**src/rtl/uart_sched_pkg.sv**
```systemverilog
// Shared types and constants for the UART transmit scheduler.
package uart_sched_pkg;

    localparam int BAUD_W = 12;
    localparam int BYTE_W = 8;
    localparam logic [BAUD_W-1:0] DEFAULT_BAUD = 12'd434;

    typedef enum logic [1:0] {
        IDLE  = 2'd0,
        START = 2'd1,
        CLR   = 2'd2,
        BUSY  = 2'd3
    } sched_state_e;

endpackage

```
**src/rtl/rr_arbiter.sv**
```systemverilog
// Combinational round-robin arbiter: first asserted request at or after ptr wins.
module rr_arbiter #(
    parameter int NUM_REQ = 4,
    parameter int IDX_W   = (NUM_REQ > 1) ? $clog2(NUM_REQ) : 1
) (
    input  logic [NUM_REQ-1:0] req,
    input  logic [IDX_W-1:0]   ptr,
    output logic [NUM_REQ-1:0] winner,
    output logic [IDX_W-1:0]   winner_idx
);

    logic [IDX_W-1:0] cand_s;
    logic             found_s;

    // Rotating priority search starting at ptr.
    always_comb begin
        winner     = {NUM_REQ{1'b0}};
        winner_idx = {IDX_W{1'b0}};
        found_s    = 1'b0;
        cand_s     = ptr;
        for (int k = 0; k < NUM_REQ; k++) begin
            cand_s = IDX_W'((int'(ptr) + k) % NUM_REQ);
            if (!found_s && req[cand_s]) begin
                winner[cand_s] = 1'b1;
                winner_idx     = cand_s;
                found_s        = 1'b1;
            end else begin
                found_s = found_s;
            end
        end
    end

endmodule

```
**src/rtl/uart_tx_sched.sv**
```systemverilog
// Round-robin UART transmit scheduler, baud register owner and receive drain.
// Optional tx_done watchdog with sticky tx_err: define UART_TX_SCHED_TIMEOUT_EN.
module uart_tx_sched #(
    parameter int          NUM_REQ      = 4,
    parameter logic [11:0] DEFAULT_BAUD = uart_sched_pkg::DEFAULT_BAUD,
    parameter logic [15:0] TIMEOUT      = 16'd60000
) (
    input  logic                   clk,
    input  logic                   rst,
    input  logic [NUM_REQ-1:0]     req,
    input  logic [8*NUM_REQ-1:0]   req_data,
    output logic [NUM_REQ-1:0]     gnt,
    input  logic                   cfg_we,
    input  logic [11:0]            cfg_baud,
    output logic                   trmt,
    output logic [7:0]             tx_data,
    input  logic                   tx_done,
    output logic [11:0]            baud_goal,
    input  logic                   rx_rdy,
    input  logic [7:0]             rx_data,
    output logic                   clr_rx_rdy,
    output logic                   rx_valid,
    output logic [7:0]             rx_byte,
    output logic                   busy,
    output logic                   tx_err
);

    import uart_sched_pkg::*;

    localparam int IDX_W = (NUM_REQ > 1) ? $clog2(NUM_REQ) : 1;

    sched_state_e         state_r;
    logic [IDX_W-1:0]     ptr_r;
    logic [IDX_W-1:0]     win_r;
    logic [BAUD_W-1:0]    pend_baud_r;
    logic                 pend_vld_r;
    logic [NUM_REQ-1:0]   win_oh_s;
    logic [IDX_W-1:0]     win_idx_s;
    logic                 any_req_s;
`ifdef UART_TX_SCHED_TIMEOUT_EN
    logic [15:0]          tmo_cnt_r;
`endif

    assign any_req_s = |req;

    rr_arbiter #(
        .NUM_REQ (NUM_REQ),
        .IDX_W   (IDX_W)
    ) u_arb (
        .req        (req),
        .ptr        (ptr_r),
        .winner     (win_oh_s),
        .winner_idx (win_idx_s)
    );

    // Transmit FSM, baud register and grant outputs.
    always_ff @(posedge clk) begin
        if (rst) begin
            state_r     <= IDLE;
            ptr_r       <= {IDX_W{1'b0}};
            win_r       <= {IDX_W{1'b0}};
            pend_baud_r <= DEFAULT_BAUD;
            pend_vld_r  <= 1'b0;
            baud_goal   <= DEFAULT_BAUD;
            trmt        <= 1'b0;
            gnt         <= {NUM_REQ{1'b0}};
            tx_data     <= 8'h00;
            busy        <= 1'b0;
`ifdef UART_TX_SCHED_TIMEOUT_EN
            tmo_cnt_r   <= 16'd0;
            tx_err      <= 1'b0;
`endif
        end else begin
            trmt <= 1'b0;
            gnt  <= {NUM_REQ{1'b0}};
            if (cfg_we) begin
                pend_baud_r <= cfg_baud;
                pend_vld_r  <= 1'b1;
            end
            case (state_r)
                IDLE: begin
                    // A fresh write this cycle defers the apply so the newest value lands.
                    if (pend_vld_r && !cfg_we) begin
                        baud_goal  <= pend_baud_r;
                        pend_vld_r <= 1'b0;
                    end else if (pend_vld_r) begin
                        state_r <= IDLE;
                    end else if (any_req_s) begin
                        win_r   <= win_idx_s;
                        tx_data <= req_data[{win_idx_s, 3'b000} +: BYTE_W];
                        trmt    <= 1'b1;
                        gnt     <= win_oh_s;
                        busy    <= 1'b1;
                        state_r <= START;
                    end
                end
                START: begin
                    ptr_r   <= (win_r == IDX_W'(NUM_REQ - 1)) ? {IDX_W{1'b0}} : win_r + IDX_W'(1);
`ifdef UART_TX_SCHED_TIMEOUT_EN
                    tmo_cnt_r <= 16'd0;
`endif
                    state_r <= CLR;
                end
                CLR: begin
`ifdef UART_TX_SCHED_TIMEOUT_EN
                    tmo_cnt_r <= tmo_cnt_r + 16'd1;
`endif
                    state_r <= BUSY;
                end
                BUSY: begin
                    if (tx_done) begin
                        busy    <= 1'b0;
                        state_r <= IDLE;
`ifdef UART_TX_SCHED_TIMEOUT_EN
                    end else if (tmo_cnt_r >= TIMEOUT - 16'd1) begin
                        busy    <= 1'b0;
                        tx_err  <= 1'b1;
                        state_r <= IDLE;
                    end else begin
                        tmo_cnt_r <= tmo_cnt_r + 16'd1;
`endif
                    end
                end
                default: begin
                    busy    <= 1'b0;
                    state_r <= IDLE;
                end
            endcase
        end
    end

`ifndef UART_TX_SCHED_TIMEOUT_EN
    logic unused_timeout_s;
    assign unused_timeout_s = ^TIMEOUT;
    assign tx_err           = 1'b0;
`endif

    // Receive drain: one valid/clear pulse per byte, re-armed once the clear has been seen.
    always_ff @(posedge clk) begin
        if (rst) begin
            rx_byte    <= 8'h00;
            rx_valid   <= 1'b0;
            clr_rx_rdy <= 1'b0;
        end else if (rx_rdy && !clr_rx_rdy) begin
            rx_byte    <= rx_data;
            rx_valid   <= 1'b1;
            clr_rx_rdy <= 1'b1;
        end else begin
            rx_valid   <= 1'b0;
            clr_rx_rdy <= 1'b0;
        end
    end

endmodule

```
**config.mk**
```make
export PLATFORM = sky130hd
export DESIGN_NAME = uart_tx_sched
export DESIGN_NICKNAME = d
export VERILOG_FILES = /design/src/rtl/uart_sched_pkg.sv /design/src/rtl/rr_arbiter.sv /design/src/rtl/uart_tx_sched.sv
export SDC_FILE = /design/constraint.sdc
export NUM_CORES = 1
export LEC_CHECK = 0
export ABC_CLOCK_PERIOD_IN_PS = 2850
export CAP_MARGIN = 20
export CORE_MARGIN = 2
export CORE_UTILIZATION = 35
export DETAILED_ROUTE_END_ITERATION = 16
export PLACE_DENSITY_LB_ADDON = 0.3
export SYNTH_ARGS = -nofsm -noshare
export SYNTH_HDL_FRONTEND = slang
export SYNTH_SLANG_ARGS = --single-unit
```
**constraint.sdc**
```tcl
create_clock -name clk -period 2.85 [get_ports clk]
set_clock_uncertainty 0.05 [all_clocks]
set_input_delay 0.4275 -clock clk [delete_from_list [all_inputs] [get_ports clk]]
set_output_delay 0.4275 -clock clk [all_outputs]
set_load 0.005 [all_outputs]
```
==> results.md <==
- H-tree depth: 2
- Area leader, netlist: dfxtp_1
- Clock root buffer master: clkbuf_8
- CP cell instances: buf_4 > buf_4 > mux2_2 > o22a_1 > a221oi_2 > nor2_1 > o211ai_1
- Comb pwr share: 52.7%
- Leakage: 1.69 nW
- CTS Buffer Depth: 2
- Post-route setup TNS: 0 ns
- Wire length per cell: 14.5 µm
- Max cap viols: 0
- Setup ws final: 0.409 ns
- Worst Path Arrival: 2.63 ns
- Detailed Route Iter0 Violations: 97
- Post-synth ARST share: 0%
- Largest cells by area after synthesis: dfxtp_1 (35%), mux2i_1 (9.0%), nand2_1 (6.8%), o2111ai_1 (4.5%), ha_1 (4.4%)
- CP Capture Type: register
- Slowest stage delay, CP: 0.64 ns
- # rows: 34
- Worst-skew pair later-pin latency: 0.31 ns
- Final Hold Viols: 0
- Core region area: 8640 µm²
- Count leader, synth: nand2_1
- Data required time of the worst path: 3.04 ns
- Sequential Power Share: 31.4%
- Num CTS Buffers: 5
- Top cells by count, synth: nand2_1 (56), dfxtp_1 (54), mux2i_1 (28)
- Die X: 98.1 µm
- Die ar.: 9620 µm²
- Fin nets: 520
- Max_slew headroom: 52.6%
- Net Sw Frac: 37.9%
- Status: finished clean
- Synthesized Nets: 424
- Final wirelength: 8080 µm
- Netlist cell types: 52
- Routed via count: 2911
- FF+latch count, synth: 54
- Part of the cycle the worst path needs: 85.7%
- Ratio of cells with drive above 1 in the final layout: 11.1%
- Final Critical Period: 2.44 ns
- Post-cts sizing count: 0
- Global route total overflow: 0
- Peak supply drop: 334 µV
- Top_reg_cell synth: dfxtp_1
- P per Cell Area: 704 nW/µm²
- Startpoint types: register
- Final setup vio count: 0
- Register area: 1080 µm²
- Mean Syn Cell Area: 8.80 µm²
- Num ports: 98
- Crit-path max FO: 25
- Vias in the first global route: 2897
- Max Slew Vio Count: 0
- Cells after synthesis: 352
- Initial Util: 35.9%
- RSZ-0062 raised after global routing: false
- Placer congestion estimate: 0.799
- Initial antenna violation count: 0
- Post-CTS Setup Bufs: 0
- Setup CP Type: register to register
- Switching Power: 1.15 mW
- Vias per inst: 5.23
- Layout area overhead: 39.1%
- Reg clk slew, reported paths: 0.11 ns
- Post-CTS Hold Buffers: 0
- Post-Place Worst Slack: 0.135 ns
- Port Buffers: 96
- GRT Total Usage: 16.7%
- Post-synth top area share: 34.9%
- Max Freq: 410 MHz
- TritonRoute pass-1 iters: 4
- Top delay family on crit path: compound AO/OA/AOI/OAI gates
- Yosys warns: 0
- Post-route DRC: 0
- Post-route antenna net violation count: 0
- Die height: 98.1 µm
- Worst Tran Pin Value: 0.711 ns
- First-pass GRT wire length: 13500 µm
- CP max-delay cell: a221oi_2
- Register area share after synthesis: 34.9%
- Area of the multi-input gates: 1810 µm²
- ANT cells: 0
- Hold Path Class: register to register
- Most frequent CP cell: buf_4
- Fillers: 839
- Clock power frac: 15.9%
- Hold WS: 0.402 ns
- Internal: 1.89 mW
- Dpl hpwl: 5940 µm
- Num Clock Sinks: 54
- Largest net degree at the start of global routing: 33
- Post-synth EDFFs: 0
- CP bufs+invs: 2
- Post-synth design cell area: 3100 µm²
- Tot Pwr: 3.04 mW
- TritonCTS clock tree: done
final timing paths:
| kind | start | endpoint | slack, ns | cells past startpoint |
|---|---|---|---|---|
| setup / recovery | ptr_r[0] | tx_data[7] | 0.41 | 7 |
| hold / removal | pend_baud_r[11] | baud_goal[11] | 0.40 | 2 |
| hold reg to reg | pend_baud_r[11] | baud_goal[11] | 0.40 | 2 |
| setup reg to reg | ptr_r[0] | tx_data[7] | 0.41 | 7 |
area by class of cell:
type                       instances  area share, %
multi-input combinational        258           41.9
timing repair buffer             119           26.6
sequential                        54           25.1
tap                              108           3.14
clock buffer                       6           1.92
inverter                          10          0.871
clock inverter                     2          0.465
cells by family after synthesis:
logic type      count (synthesis)  share of synthesized area, %
simple gates                  121                          18.3
compound gates                 93                          23.9
flops                          54                          34.9
buf+inv                        40                          6.78
mux                            32                          11.6
fa+ha+maj                      11                          4.44
other cells                     1                         0.121
registers in the layout (all words and copies together) (netlist names):
| register | count |
|---|---|
| baud_goal | 12 |
| busy | 1 |
| gnt | 4 |
| pend_baud_r | 12 |
| pend_vld_r | 1 |
| ptr_r | 2 |
| rx_byte | 8 |
| rx_valid | 1 |
| state_r | 2 |
| trmt | 1 |
| tx_data | 8 |
| win_r | 2 |
tightest hold or removal path, stage by stage, from the launching register on:
cell	delay (ns)
dfxtp_1	0.32
nand2_1	0.05
a21oi_1	0.05
power groups by stage:
stage	Sequential [mW]	Clock, mW	Combinational, mW
detailed placement	0.971	0	1.60
CTS	0.956	0.503	1.61
global route	0.975	0.530	1.76
finish	0.955	0.482	1.60
global placement	0.966	0	1.58
floorplan	0.978	0	1.03
per-layer routing:
metal	track usage (%)	vias up	wire [µm]
met2	28.1	84	3720
met5	0	-	0
met4	3.42	0	82
met3	4.08	8	505
met1	22.0	1354	3770
li1	-	1465	-
per-stage QoR:
stage               instances  cell area (µm²)  utilization [%]
floorplan                 352             3100                -
global placement          549             4210             48.7
detailed placement        549             4210             48.7
CTS                       557             4310             49.9
global route              557             4310             49.9
finish                    557             4310             49.9
cells in the final DEF, fill, tap and decap left out, types with 10 or more instances in the layout:
master and instances:
nor2_1 26, nand3b_1 10, a21oi_1 23, ha_1 11
o2111ai_1 16, nand2_1 56, clkdlybuf4s50_1 96, buf_4 22
o21ai_0 11, mux2i_1 28, dfxtp_1 54
Power figures use the tool's default switching activity.
